==> src/rtl/xon_xoff_tx_gen_pkg.sv <==
// Flow-control character constants and the TX generator state encoding.
// The receive-side XON/XOFF decoder shares these constants.
package flow_ctrl_pkg;

    localparam logic [7:0] XON_CHAR  = 8'h11;
    localparam logic [7:0] XOFF_CHAR = 8'h13;

    typedef enum logic [2:0] {
        INIT,
        RUN,
        SEND_XOFF,
        PAUSED,
        SEND_XON
    } fc_state_t;

endpackage

==> src/rtl/xon_xoff_tx_gen_if.sv <==
// Byte-stream handshake bundle around the XON/XOFF generator.
// The user side is in_*; the UART side is tx_*. The generator takes the master modport.
interface xon_xoff_tx_gen_if;

    logic [7:0] in_data;
    logic       in_valid;
    logic       in_ready;
    logic [7:0] tx_data;
    logic       tx_valid;
    logic       tx_ready;

    modport master (
        input  in_data, in_valid, tx_ready,
        output in_ready, tx_data, tx_valid
    );

    modport slave (
        output in_data, in_valid, tx_ready,
        input  in_ready, tx_data, tx_valid
    );

endinterface

==> src/rtl/xon_xoff_tx_gen_tx_byte_reg.sv <==
// Single-entry valid/ready output stage for the TX stream.
// It also records whether the held byte is a control character.
module tx_byte_reg (
    input  logic       clk,
    input  logic       reset,
    input  logic       load,
    input  logic       load_ctrl,
    input  logic [7:0] load_data,
    input  logic       tx_ready,
    output logic [7:0] tx_data,
    output logic       tx_valid,
    output logic       holds_ctrl,
    output logic       load_ok
);

    // Free to take a new byte when empty, or when the held byte leaves this cycle.
    assign load_ok = !tx_valid || tx_ready;

    always_ff @(posedge clk or posedge reset) begin
        if (reset) begin
            tx_valid   <= 1'b0;
            tx_data    <= 8'h00;
            holds_ctrl <= 1'b0;
        end else if (load_ok) begin
            tx_valid   <= load;
            holds_ctrl <= load && load_ctrl;
            if (load) begin
                tx_data <= load_data;
            end
        end
    end

endmodule

==> src/rtl/xon_xoff_tx_gen.sv <==
// XON/XOFF transmit generator: a hysteresis FSM on rx_level injects control chars ahead of user bytes.
// Define XOFF_RESEND_EN to build the periodic XOFF repeat while paused.
module xon_xoff_tx_gen
    import flow_ctrl_pkg::*;
#(
    parameter int LEVEL_W       = 5,
    parameter int HIGH_MARK     = 24,
    parameter int LOW_MARK      = 8,
    parameter int XON_ON_RESET  = 1,
    parameter int RESEND_PERIOD = 1024
) (
    input  logic               clk,
    input  logic               reset,
    input  logic [LEVEL_W-1:0] rx_level,
    input  logic               remote_allow,
    xon_xoff_tx_gen_if.master  bus,
    output logic               local_paused,
    output logic               ctrl_busy
);

    localparam logic [LEVEL_W-1:0] HIGH_LVL = LEVEL_W'(HIGH_MARK);
    localparam logic [LEVEL_W-1:0] LOW_LVL  = LEVEL_W'(LOW_MARK);

    if (LOW_MARK >= HIGH_MARK) begin : g_bad_marks
        $error("xon_xoff_tx_gen: LOW_MARK must be below HIGH_MARK");
    end

    fc_state_t  state;
    logic       active;
    logic       ctrl_pending;
    logic       ctrl_load_state;
    logic [7:0] ctrl_char;
    logic       load_ok;
    logic       load_ctrl;
    logic       load_user;
    logic       holds_ctrl;

`ifdef XOFF_RESEND_EN
    if (RESEND_PERIOD < 2) begin : g_bad_period
        $error("xon_xoff_tx_gen: RESEND_PERIOD must be at least 2");
    end
    localparam int CNT_W = $clog2(RESEND_PERIOD);
    localparam logic [CNT_W-1:0] RESEND_LAST = CNT_W'(RESEND_PERIOD - 1);
    logic [CNT_W-1:0] resend_cnt;
`endif

    // INIT counts as pending so no user byte can slip out ahead of the reset XON.
    assign ctrl_load_state = (state == SEND_XOFF) || (state == SEND_XON);
    assign ctrl_pending    = ctrl_load_state || (state == INIT);
    assign ctrl_char       = (state == SEND_XOFF) ? XOFF_CHAR : XON_CHAR;
    assign ctrl_busy       = ctrl_pending || holds_ctrl;

    assign load_ctrl    = load_ok && ctrl_load_state;
    assign bus.in_ready = active && load_ok && !ctrl_pending && remote_allow;
    assign load_user    = bus.in_valid && bus.in_ready;

    tx_byte_reg u_tx_byte_reg (
        .clk        (clk),
        .reset      (reset),
        .load       (load_ctrl || load_user),
        .load_ctrl  (load_ctrl),
        .load_data  (load_ctrl ? ctrl_char : bus.in_data),
        .tx_ready   (bus.tx_ready),
        .tx_data    (bus.tx_data),
        .tx_valid   (bus.tx_valid),
        .holds_ctrl (holds_ctrl),
        .load_ok    (load_ok)
    );

    always_ff @(posedge clk or posedge reset) begin
        if (reset) begin
            state        <= (XON_ON_RESET != 0) ? INIT : RUN;
            local_paused <= 1'b0;
            active       <= 1'b0;
`ifdef XOFF_RESEND_EN
            resend_cnt   <= '0;
`endif
        end else begin
            active <= 1'b1;
`ifdef XOFF_RESEND_EN
            resend_cnt <= (state == PAUSED) ? resend_cnt + 1'b1 : '0;
`endif
            case (state)
                INIT: state <= SEND_XON;
                RUN: begin
                    if (rx_level >= HIGH_LVL) state <= SEND_XOFF;
                end
                SEND_XOFF: begin
                    if (load_ok) begin
                        state        <= PAUSED;
                        local_paused <= 1'b1;
                    end
                end
                PAUSED: begin
                    if (rx_level <= LOW_LVL) state <= SEND_XON;
`ifdef XOFF_RESEND_EN
                    else if (resend_cnt == RESEND_LAST) state <= SEND_XOFF;
`endif
                end
                SEND_XON: begin
                    if (load_ok) begin
                        state        <= RUN;
                        local_paused <= 1'b0;
                    end
                end
                default: state <= RUN;
            endcase
        end
    end

endmodule

==> src/flat_wrapper.sv <==
// flat-port wrapper written by rule: the top's interface ports become plain ports
module xon_xoff_tx_gen_flat import flow_ctrl_pkg::*;
#(
    parameter int LEVEL_W       = 5,
    parameter int HIGH_MARK     = 24,
    parameter int LOW_MARK      = 8,
    parameter int XON_ON_RESET  = 1,
    parameter int RESEND_PERIOD = 1024
)
  (clk, reset, rx_level, remote_allow, local_paused, ctrl_busy, bus_in_data, bus_in_valid, bus_tx_ready, bus_in_ready, bus_tx_data, bus_tx_valid);
  xon_xoff_tx_gen_if bus_i ();
  input  logic clk;
  input  logic reset;
  input  logic [LEVEL_W-1:0] rx_level;
  input  logic remote_allow;
  output logic local_paused;
  output logic ctrl_busy;
  input wire logic [$bits(bus_i.in_data)-1:0] bus_in_data;
  input wire logic [$bits(bus_i.in_valid)-1:0] bus_in_valid;
  input wire logic [$bits(bus_i.tx_ready)-1:0] bus_tx_ready;
  output wire logic [$bits(bus_i.in_ready)-1:0] bus_in_ready;
  output wire logic [$bits(bus_i.tx_data)-1:0] bus_tx_data;
  output wire logic [$bits(bus_i.tx_valid)-1:0] bus_tx_valid;
  assign bus_i.in_data = bus_in_data;
  assign bus_i.in_valid = bus_in_valid;
  assign bus_i.tx_ready = bus_tx_ready;
  assign bus_in_ready = bus_i.in_ready;
  assign bus_tx_data = bus_i.tx_data;
  assign bus_tx_valid = bus_i.tx_valid;
  xon_xoff_tx_gen #(.LEVEL_W(LEVEL_W), .HIGH_MARK(HIGH_MARK), .LOW_MARK(LOW_MARK), .XON_ON_RESET(XON_ON_RESET), .RESEND_PERIOD(RESEND_PERIOD)) u_core (.clk(clk), .reset(reset), .rx_level(rx_level), .remote_allow(remote_allow), .bus(bus_i), .local_paused(local_paused), .ctrl_busy(ctrl_busy));
endmodule
==> config.mk <==
export PLATFORM = sky130hd
export DESIGN_NAME = xon_xoff_tx_gen_flat
export DESIGN_NICKNAME = d
export VERILOG_FILES = /design/src/rtl/xon_xoff_tx_gen_pkg.sv /design/src/rtl/xon_xoff_tx_gen_if.sv /design/src/rtl/xon_xoff_tx_gen_tx_byte_reg.sv /design/src/rtl/xon_xoff_tx_gen.sv /design/src/flat_wrapper.sv
export SDC_FILE = /design/constraint.sdc
export NUM_CORES = 1
export LEC_CHECK = 0
export BUFFER_PORTS_ARGS = -buffer_cell sky130_fd_sc_hd__buf_4
export CORE_ASPECT_RATIO = 0.9
export CORE_UTILIZATION = 42
export DETAILED_ROUTE_END_ITERATION = 10
export GPL_TIMING_DRIVEN = 0
export PLACE_DENSITY = 0.76
export SYNTH_ARGS = -nofsm -noshare
export SYNTH_HDL_FRONTEND = slang
export SYNTH_HIERARCHICAL = 1
export SYNTH_SLANG_ARGS = --single-unit
==> constraint.sdc <==
create_clock -name clk -period 1.7 [get_ports clk]
set_clock_uncertainty 0.1 [all_clocks]
set_input_delay 0.085 -clock clk [delete_from_list [all_inputs] [get_ports clk]]
set_output_delay 0.085 -clock clk [all_outputs]
set_load 0.01 [all_outputs]
==> results of run 1 <==
[cell usage in the layout (no fill, tap or decap), drive strengths merged, types with 2 or more instances in the layout]
cell | netlist | layout
a21oi | 4 | 4
and2 | 5 | 5
buf | 2 | 43
clkbuf | 0 | 4
dfrtp | 15 | 15
inv | 5 | 5
mux2 | 8 | 8
nand2 | 4 | 4
nand2b | 4 | 4
nand3 | 2 | 2
o21ai | 6 | 6
[per-stage QoR]
stage	setup WS [ns]	util, %	std cells	setup TNS, ns	hold slack (ns)
after floorplan	0.0195	-	70	0	-0.236
after global placement	-0.0416	61.2	123	-0.313	-0.0894
after detailed placement	-0.0828	61.2	123	-0.585	-0.0856
after CTS	0.00193	65.0	130	0	0.0151
after global routing	-0.0572	69.9	140	-0.416	0.00741
final	-0.00422	69.9	140	-0.00481	0.0215
[power groups by stage]
stage / logic (uW) / clock network (uW) / registers (uW)
6_report: 1190 / 199 / 636
5_1_grt: 1280 / 222 / 656
4_1_cts: 1040 / 204 / 626
3_5_place_dp: 972 / 0 / 631
3_3_place_gp: 944 / 0 / 620
2_1_floorplan: 597 / 0 / 667
[worst max-delay path: stages (launching register included)]
cell and delay (ns):
dfrtp_1 0.41, buf_6 0.15, a21oi_4 0.12, nor2_2 0.06, a22o_1 0.24, nand2_4 0.18
mux2_4 0.32
[cells by family after synthesis]
logic type / after synthesis / synth area share, %
AOI/OAI and AO/OA: 16 / 12.9
xor gates and xnor gates: 1 / 1.10
adders and majority gates: 1 / 1.41
muxes: 8 / 15.1
buffers and inverters: 7 / 4.40
DFF: 15 / 47.2
and+or+nand+nor: 21 / 17.5
other: 1 / 0.471
[timing repair]
| action | 4_1_cts | 5_1_grt |
|---|---|---|
| gates resized for setup | 3 | 3 |
| pin swaps | 2 | 2 |
| hold endpoints to repair | 15 | 0 |
| setup endpoints to repair | 8 | 8 |
| buffers inserted | 2 | 10 |
| hold buffers | 1 | 0 |
[metal layers]
layer / track usage (%) / vias to the layer above / wire (um)
met5: 0 / - / 0
met4: 5.00 / 0 / 11
met3: 6.38 / 2 / 93
met2: 29.5 / 23 / 1010
met1: 21.8 / 326 / 739
li1: - / 333 / -
[worst max path at each step]
stage | from | endpoint | depth (start not counted)
floorplan | u_core/state[1]$_DFFE_PP0P_ | u_core/u_tx_byte_reg/tx_data[0]$_DFFE_PP0P_ | 6
global placement | u_core/state[1]$_DFFE_PP0P_ | u_core/u_tx_byte_reg/tx_data[5]$_DFFE_PP0P_ | 6
detailed placement | u_core/state[1]$_DFFE_PP0P_ | u_core/u_tx_byte_reg/tx_data[2]$_DFFE_PP0P_ | 6
CTS | u_core/state[1]$_DFFE_PP0P_ | u_core/u_tx_byte_reg/tx_data[2]$_DFFE_PP0P_ | 6
global route | u_core/state[1]$_DFFE_PP0P_ | u_core/u_tx_byte_reg/tx_data[6]$_DFFE_PP0P_ | 5
finish | u_core/state[2]$_DFFE_PP0P_ | u_core/u_tx_byte_reg/tx_data[1]$_DFFE_PP0P_ | 6
[layout make-up]
cell class | instances | area share [%]
flip-flops and latches | 15 | 31.4
well taps | 24 | 2.50
plain buffers | 2 | 1.88
clock buffers | 4 | 2.19
inverters | 5 | 1.56
multi-input cells | 48 | 33.7
repair buffers | 42 | 26.8
[registers in the layout (all words and copies together), names as in the netlist]
| name | count |
|---|---|
| u_core/active | 1 |
| u_core/u_tx_byte_reg/holds_ctrl | 1 |
| u_core/u_tx_byte_reg/tx_valid | 1 |
| u_core/state | 3 |
| u_core/local_paused | 1 |
| u_core/u_tx_byte_reg/tx_data | 8 |
==> summary.md, run 1 <==
| Metric | Value |
|---|---|
| Final routed DRC violation total | 0 |
| RR Endpoint | u_core/u_tx_byte_reg/tx_data[1]$_DFFE_PP0P_ |
| CP Launch Type | flop |
| Clk Tree Root Cell | clkbuf_4 |
| Internal power | approximately 1300 uW |
| Yosys top cell by area | dfrtp_1 |
| Power Density | roughly 1700 nW/um^2 |
| EDFF count, synth | 0 |
| Area growth syn-to-layout | 50.8% |
| CP Data Required Time | 1.77 ns |
| Max-Cap Viols | 0 |
| Seq/Total Area, Yosys | 47.2% |
| Endpoint type of the worst setup path | flop |
| Dpl hpwl | 1210 um |
| Warning count from the yosys run | 6 |
| I/O Buffers | 29 |
| Max-slew violations | 0 |
| Initial antenna violation count | 0 |
| Setup ws final | -0.00422 ns |
| Final Hold Viols | 0 |
| Switching pwr | between 700 and 800 uW |
| Footprint of the multi-input gates | 404 sq um |
| Die height | 43.3 um |
| Tmin final | between 1.5 and 2 ns |
| Ys async rst share | 100% |
| Synth Instances | 70 |
| Clk sink count | 15 |
| Routability Congestion | 0.707 |
| Worst r2r src | u_core/state[2]$_DFFE_PP0P_ |
| Status | finished with violations |
| Reg2Reg Setup Slack | -0.004 ns |
| Synth unique cells | 28 |
| Drt wl/cell | around 13 um |
| Via count | between 600 and 700 |
| Vias in the first global route | 583 |
| CORE AREA | between 1500 and 2000 sq um |
| LEAKAGE | 0.000618 uW |
| Routed Antenna Nets | 0 |
| # rows | 14 |
| Logic pwr share | 58.8% |
| Setup Crit Path Kind | flop to flop |
| Initial Util | 46.4% |
| Failing checks | setup timing |
| Drt via density | a little under 5 |
| Final setup violation count | 2 |
| Total Routing Usage GR | between 10% and 20% |
| Post-synth top cells | dfrtp_1 (15), mux2_4 (8), o21ai_0 (6), and2_1 (5), inv_1 (5) |
| Die area | 2070 sq um |
| Syn Area/Cell | 11.4 sq um |
| Hold/Removal Path Class | primary input to flop |
| Final-layout fill cell count | approximately 140 |
| RSZ-0062 raised after global routing | yes |
| Final period utilization | 100% |
| Die span in x | 47.9 um |
| Final wirelength | roughly 1900 um |
| Sw frac | 35.2% |
| Mapped cell area | 796 sq um |
| Top FF cell, synth | dfrtp_1 |
| Worst-path fanout max | 8 |
| HP Start | bus_in_data[4] |
| Top cell type's share of synthesized area | 47.2% |
| Io pins | 30 |
| Clock share of power | 9.8% |
| Clock Pin Slew Worst Setup and Hold Paths | 0.08 ns |
| Post-synthesis sequential element count | 15 |
| Endpoint, Worst Hold | u_core/u_tx_byte_reg/tx_data[4]$_DFFE_PP0P_ |
| Hold Crit Depth | 3 |
| Largest cells by area after synthesis | dfrtp_1 (47%), mux2_4 (15%), and2_1 (3.9%) |
| Final instance area | 1200 sq um |
| Worst EP arrival | 1.77 ns |
| CTS Buf Count | 3 |
| Top-count cell post-synth | dfrtp_1 |
| Dpl cell area | 1050 sq um |
| Max Freq | 0.587 GHz |
| Fraction of layout cells with a size suffix above 1 | 55.2% |
| Antenna diode count | 0 |
| Register area | 377 sq um |
| Maximum level of the CTS H-tree | 1 |
| Syn nets | 88 |
| Clock Latency Late Sink | 0.28 ns |
| Largest net degree at the start of global routing | 11 |
| Sequential Power Share | 31.4% |
| Final net count | ~140 |
| Drt pass-1 iters | 4 |
| R2R depth | 6 |
| First-pass GRT wire length | 2530 um |
| Number of DRC markers in iteration 0 | 10 |
| Total Power | 2030 uW |
| Total gr overflow | 0 |
| Maximum clock path buffer count | 2 |
| Maximum VDD drop | roughly 0.99 mV |
| TritonCTS clock tree | built |
No activity file was read; power rests on OpenSTA's default activity.
==> inputs of run 2 (changes only) <==
CORE_UTILIZATION = 45   (was 42)
CTS_BUF_LIST = sky130_fd_sc_hd__clkbuf_2   (was unset)
PLACE_DENSITY = 0.8   (was 0.76)
==> summary.md, run 2 (same netlist as run 1, synthesis figures left out) <==
| Metric | Value |
|---|---|
| Status | finished with violations |
| Failing checks | setup timing |
| Max-Cap Viols | 0 |
| Clk sink count | 15 |
| Vias in the first global route | 676 |
| Via count | 670 |
| Routability Congestion | ~0.7 |
| Drt via density | between 4 and 5 |
| # rows | 14 |
| Drt wl/cell | 13.5 um |
| CORE AREA | 1660 sq um |
| Commonest non-fill, non-tap cell in the layout | buf_4 |
| TritonCTS clock tree | built |
| I/O Buffers | 29 |
| Register area | 377 sq um |
| Initial antenna violation count | 0 |
| Footprint of the multi-input gates | ~410 sq um |
| Max reg flops | 8 |
| First-pass GRT wire length | approximately 2900 um |
| Power Density | 1700 nW/um^2 |
| Final period utilization | 101% |
| Final routed DRC violation total | 0 |
| Worst r2r src | u_core/state[1]$_DFFE_PP0P_ |
| Setup ws final | -0.0103 ns |
| Setup Slack @ Placement | -0.0668 ns |
| Wire length on met3 | 49 um |
| Final net count | 133 |
| LEAKAGE | 0.000611 uW |
| Antenna diode count | 0 |
| Hold/Removal Path Class | primary input to flop |
| Clock Latency Late Sink | between 0.2 and 0.3 ns |
| Most frequent cells in the layout | buf_4 (38), dfrtp_1 (14), mux2_4 (8), o21ai_0 (6) |
| Endpoint type of the worst setup path | flop |
| Clk Tree Root Cell | clkbuf_2 |
| Total gr overflow | 0 |
| Critical path origin | u_core/state[1]$_DFFE_PP0P_ |
| Maximum VDD drop | 0.884 mV |
| Setup Crit Path Kind | flop to flop |
| Largest reg by FF count | u_core/u_tx_byte_reg/tx_data |
| Die height | around 42 um |
| Dpl cell area | 1050 sq um |
| Largest net degree at the start of global routing | 11 |
| RSZ-0062 raised after global routing | yes |
| Final hold slack | 0.0178 ns |
| Tmin final | about 1.7 ns |
| Dpl hpwl | ~1300 um |
| Clock Pin Slew Worst Setup and Hold Paths | 0.15 ns |
| Fraction of layout cells with a size suffix above 1 | 57.0% |
| Maximum level of the CTS H-tree | 1 |
| CP Launch Type | flop |
| HP Start | bus_in_data[0] |
| Die area | 1940 sq um |
| Total Routing Usage GR | 21.0% |
| Final setup violation count | 1 |
| CP Data Required Time | 1.77 ns |
| CTS Buf Count | 3 |
| Maximum clock path buffer count | 2 |
| Final wirelength | 1870 um |
| Io pins | 30 |
| Max Freq | approximately 0.6 GHz |
| Final Hold Viols | 0 |
| Number of DRC markers in iteration 0 | 12 |
| Area growth syn-to-layout | 49.4% |
| Largest regs | u_core/u_tx_byte_reg/tx_data: 8 flops, u_core/state: 3 flops |
| Worst EP arrival | 1.78 ns |
| Worst-path fanout max | 8 |
| Metal1 wirelength | 832 um |
| Max-slew violations | 0 |
| Met2 WL post-DR | 973 um |
| Final-layout fill cell count | 122 |
| Die span in x | 46.3 um |
| Routed Antenna Nets | 0 |
| Final instance area | about 1200 sq um |
| Top Metal Used | met4 |
| Drt pass-1 iters | 4 |
| Initial Util | 47.8% |
run 2: cell count changes in the layout (fill, tap and decap cells not counted), sizes merged:
cell / change
buf: -2
clkbuf: -1
clkinv: +1
run 2: layer usage:
layer,GRT usage [%],vias to the layer above
li1,-,327
met3,3.91,2
met4,6.47,0
met1,27.6,320
met5,0,-
met2,34.2,21
run 2: metrics by stage:
stage	setup TNS [ns]	util (%)	instances	total power (uW)
after global placement	-0.372	63.1	123	1570
after global routing	-0.382	71.4	138	2150
after floorplan	0	-	70	1260
final	-0.0103	71.4	138	2020
after CTS	0	66.7	131	1830
after detailed placement	-0.516	63.1	123	1600
run 2: final timing paths:
kind                                                          endpoint  slack (ns)  cells past startpoint
setup / recovery           u_core/u_tx_byte_reg/tx_data[1]$_DFFE_PP0P_       -0.01                      6
hold / removal             u_core/u_tx_byte_reg/tx_data[0]$_DFFE_PP0P_        0.02                      3
setup reg to reg           u_core/u_tx_byte_reg/tx_data[1]$_DFFE_PP0P_       -0.01                      6
hold reg to reg            u_core/u_tx_byte_reg/tx_data[7]$_DFFE_PP0P_        0.44                      1
max in group asynchronous  u_core/u_tx_byte_reg/tx_data[1]$_DFFE_PP0P_        0.99                      3
min in group asynchronous              u_core/local_paused$_DFFE_PP0P_        0.17                      3
run 2: layout make-up:
cell class / instances / share of cell area (%)
clock inverter: 1 / 0.421
timing repair buffer: 40 / 25.8
multi-input combinational: 48 / 34.8
clock buffer: 3 / 1.26
buffer: 2 / 1.89
inverter: 5 / 1.58
sequential: 15 / 31.7
tap: 24 / 2.53
run 2: power by group:
part / switching, uW / total, uW / internal, uW
Sequential: 126 / 634 / 509
Clock: 110 / 164 / 53.3
Combinational: 495 / 1220 / 726
Total: 731 / 2020 / 1290
run 2: repair_timing:
| action | in CTS | in global routing |
|---|---|---|
| setup buffers | 3 | 7 |
| hold buffers | 1 | 0 |
| setup endpoints to repair | 8 | 8 |
| endpoints found under the hold margin | 15 | 0 |
| pin swaps | 3 | 4 |
| gates resized for setup | 2 | 6 |
run 2: worst max-delay path, cell delays in order (launching register included):
cell     delay, ns
dfrtp_1       0.42
buf_6         0.13
a21oi_4       0.15
nor2_2        0.05
a22o_1        0.25
nand2_4       0.18
mux2_4        0.32
==> inputs of run 3 (changes only) <==
ABC_AREA = 1   (was unset)
PLACE_DENSITY = 0.77   (was 0.8)
clock period = 2.2 ns   (was 1.7 ns; I/O delays follow)
==> summary.md, run 3 <==
| Metric | Value |
|---|---|
| Area growth syn-to-layout | 34.7% |
| Most frequent cells in the layout | nand2_1 (36), buf_4 (29), nand3_1 (17), inv_1 (15), dfrtp_1 (15) |
| Setup bufs post-CTS | 0 |
| Largest reg by FF count | u_core/u_tx_byte_reg/tx_data |
| Dpl hpwl | 1370 um |
| Hold/Removal Path Class | primary input to flop |
| Die area | 2020 sq um |
| Clk sink count | 15 |
| I/O Buffers | 29 |
| Worst EP arrival | roughly 2 ns |
| Sw frac | between 40 and 50% |
| Status | finished, final reports clean |
| Largest regs | u_core/u_tx_byte_reg/tx_data: 8 flops, u_core/state: 3 flops |
| Largest cells by area after synthesis | dfrtp_1 (45%), nand2_1 (16%), nand3_1 (10%) |
| Routed Antenna Nets | 0 |
| Post-synth top cells | nand2_1 (36), nand3_1 (17), dfrtp_1 (15), inv_1 (15), nor2_1 (10) |
| Final net count | between 150 and 200 |
| Drt via density | 4.74 |
| Clock Latency Late Sink | 0.28 ns |
| EDFF count, synth | 0 |
| Switching pwr | ~620 uW |
| Core Util, Final | 65.7% |
| Die span in x | 47.2 um |
| Setup Crit Path Kind | flop to flop |
| Final routed DRC violation total | 0 |
| Maximum clock path buffer count | 2 |
| Synth unique cells | 17 |
| Syn Area/Cell | 7.40 sq um |
| Top cell type's share of synthesized area | between 40 and 50% |
| Syn nets | 130 |
| Via count | 810 |
| Endpoint type of the worst setup path | flop |
| LEAKAGE | 0.000667 uW |
| Io pins | 30 |
| Antenna diode count | 0 |
| CORE AREA | between 1500 and 2000 sq um |
| Maximum level of the CTS H-tree | 1 |
| Max reg flops | 8 |
| Internal power | 780 uW |
| Initial Util | 48.7% |
| Ys async rst share | 100% |
| Dpl cell area | 1080 sq um |
| Maximum VDD drop | around 0.75 mV |
| CP Launch Type | flop |
| First-pass GRT wire length | 2820 um |
| Sequential Power Share | ~36% |
| Drt pass-1 iters | 4 |
| Setup ws final | 0.312 ns |
| Synth Instances | 112 |
| # rows | 14 |
| Clock share of power | a little under a tenth |
| Number of DRC markers in iteration 0 | 29 |
| Clock Pin Slew Worst Setup and Hold Paths | 0.16 ns |
| Max-Cap Viols | 0 |
| Top-count cell post-synth | nand2_1 |
| Total Routing Usage GR | 20.1% |
| Final wirelength | roughly 1800 um |
| Mapped cell area | 828 sq um |
| TritonCTS clock tree | built |
| Setup TNS | 0 ns |
| Setup Slack @ Placement | 0.338 ns |
| Final period utilization | 85.8% |
| Fraction of layout cells with a size suffix above 1 | 31.3% |
| Power Density | about 1300 nW/um^2 |
| Yosys top cell by area | dfrtp_1 |
| Initial antenna violation count | 0 |
| Max Freq | between 0.5 and 0.6 GHz |
| Clk Tree Root Cell | clkbuf_2 |
| Final-layout fill cell count | 155 |
| Total gr overflow | 0 |
| Largest net degree at the start of global routing | 13 |
| Worst-path fanout max | 10 |
| Tmin final | between 1.5 and 2 ns |
| Final instance area | 1120 sq um |
| Vias in the first global route | 702 |
| Seq/Total Area, Yosys | 45.3% |
| Drt wl/cell | around 11 um |
| Top FF cell, synth | dfrtp_1 |
| Final Hold Viols | 0 |
| Post-synthesis sequential element count | 15 |
| RSZ-0062 raised after global routing | no |
| Max-slew violations | 0 |
| Die height | 42.7 um |
| Logic pwr share | approximately 55% |
| CTS Buf Count | 3 |
| Routability Congestion | between 0.7 and 0.8 |
| CP Data Required Time | about 2.3 ns |
| Commonest non-fill, non-tap cell in the layout | nand2_1 |
| Warning count from the yosys run | 6 |
| Final setup violation count | 0 |
==> run 3: logic make-up after synthesis <==
family | Yosys count | synth area share (%)
AND/OR/NAND/NOR | 73 | 39.9
AO/OA/AOI/OAI | 3 | 3.47
flip-flops | 15 | 45.3
other | 1 | 0.453
buffers and inverters | 20 | 10.9
==> run 3: final timing paths <==
check                      slack [ns]                                         from  cells after the start                                          end
max                              0.31                  u_core/state[2]$_DFFE_PP0P_                      9  u_core/u_tx_byte_reg/tx_data[1]$_DFFE_PP0P_
min                              0.03                               bus_in_data[4]                      4  u_core/u_tx_byte_reg/tx_data[4]$_DFFE_PP0P_
max reg2reg                      0.31                  u_core/state[2]$_DFFE_PP0P_                      9  u_core/u_tx_byte_reg/tx_data[1]$_DFFE_PP0P_
min reg2reg                      0.39  u_core/u_tx_byte_reg/tx_data[4]$_DFFE_PP0P_                      2  u_core/u_tx_byte_reg/tx_data[4]$_DFFE_PP0P_
max in group asynchronous        1.44                                        reset                      3  u_core/u_tx_byte_reg/tx_data[1]$_DFFE_PP0P_
min in group asynchronous        0.19                                        reset                      3                      u_core/active$_DFF_PP0_
==> run 3: area by class of cell <==
class | count | area, sq um | area share [%]
Buffer | 2 | 22.5 | 2.02
Clock buffer | 3 | 15.0 | 1.35
Clock inverter | 1 | 5.00 | 0.448
Inverter | 18 | 67.6 | 6.05
Multi-Input combinational cell | 77 | 363 | 32.5
Sequential cell | 15 | 375 | 33.6
Tap cell | 24 | 30.0 | 2.69
Timing Repair Buffer | 31 | 238 | 21.3
==> run 3: critical path, stage by stage (launching register included) <==
cell and delay [ns]:
dfrtp_1 0.50, nor3_4 0.28, inv_2 0.08, a21oi_4 0.26
inv_2 0.07, nand2_1 0.08, buf_6 0.14, nand2_2 0.14
nand2_1 0.09, nand2_1 0.05
==> run 3: metal layers <==
metal / vias up / routed length, um / GRT usage (%) / part of all wire [%]
li1: 412 / - / - / -
met1: 368 / 811 / 28.1 / 45
met2: 28 / 880 / 29.0 / 49
met3: 2 / 90 / 4.26 / 5.0
met4: 0 / 20 / 9.71 / 1.1
met5: - / 0 / 0 / 0
==> run 3: power by group through the flow <==
stage	combinational [uW]	clock, uW	sequential (uW)
floorplan	457	0	530
CTS	773	137	497
global route	848	148	513
global placement	753	0	499
finish	768	132	497
detailed placement	769	0	502
==> run 3: stage by stage <==
stage	power, uW	hold slack [ns]	instances
3_3_place_gp	1250	-0.0675	165
5_1_grt	1510	0.0284	171
3_5_place_dp	1270	-0.0669	165
4_1_cts	1410	0.0161	171
6_report	1400	0.0284	171
2_1_floorplan	987	-0.211	112
==> run 3: repair_timing <==
| item | CTS | global route |
|---|---|---|
| hold buffers | 2 | 0 |
| gates resized for setup | 0 | 0 |
| endpoints found under the hold margin | 16 | 0 |
| endpoints found under the setup margin | 0 | 0 |
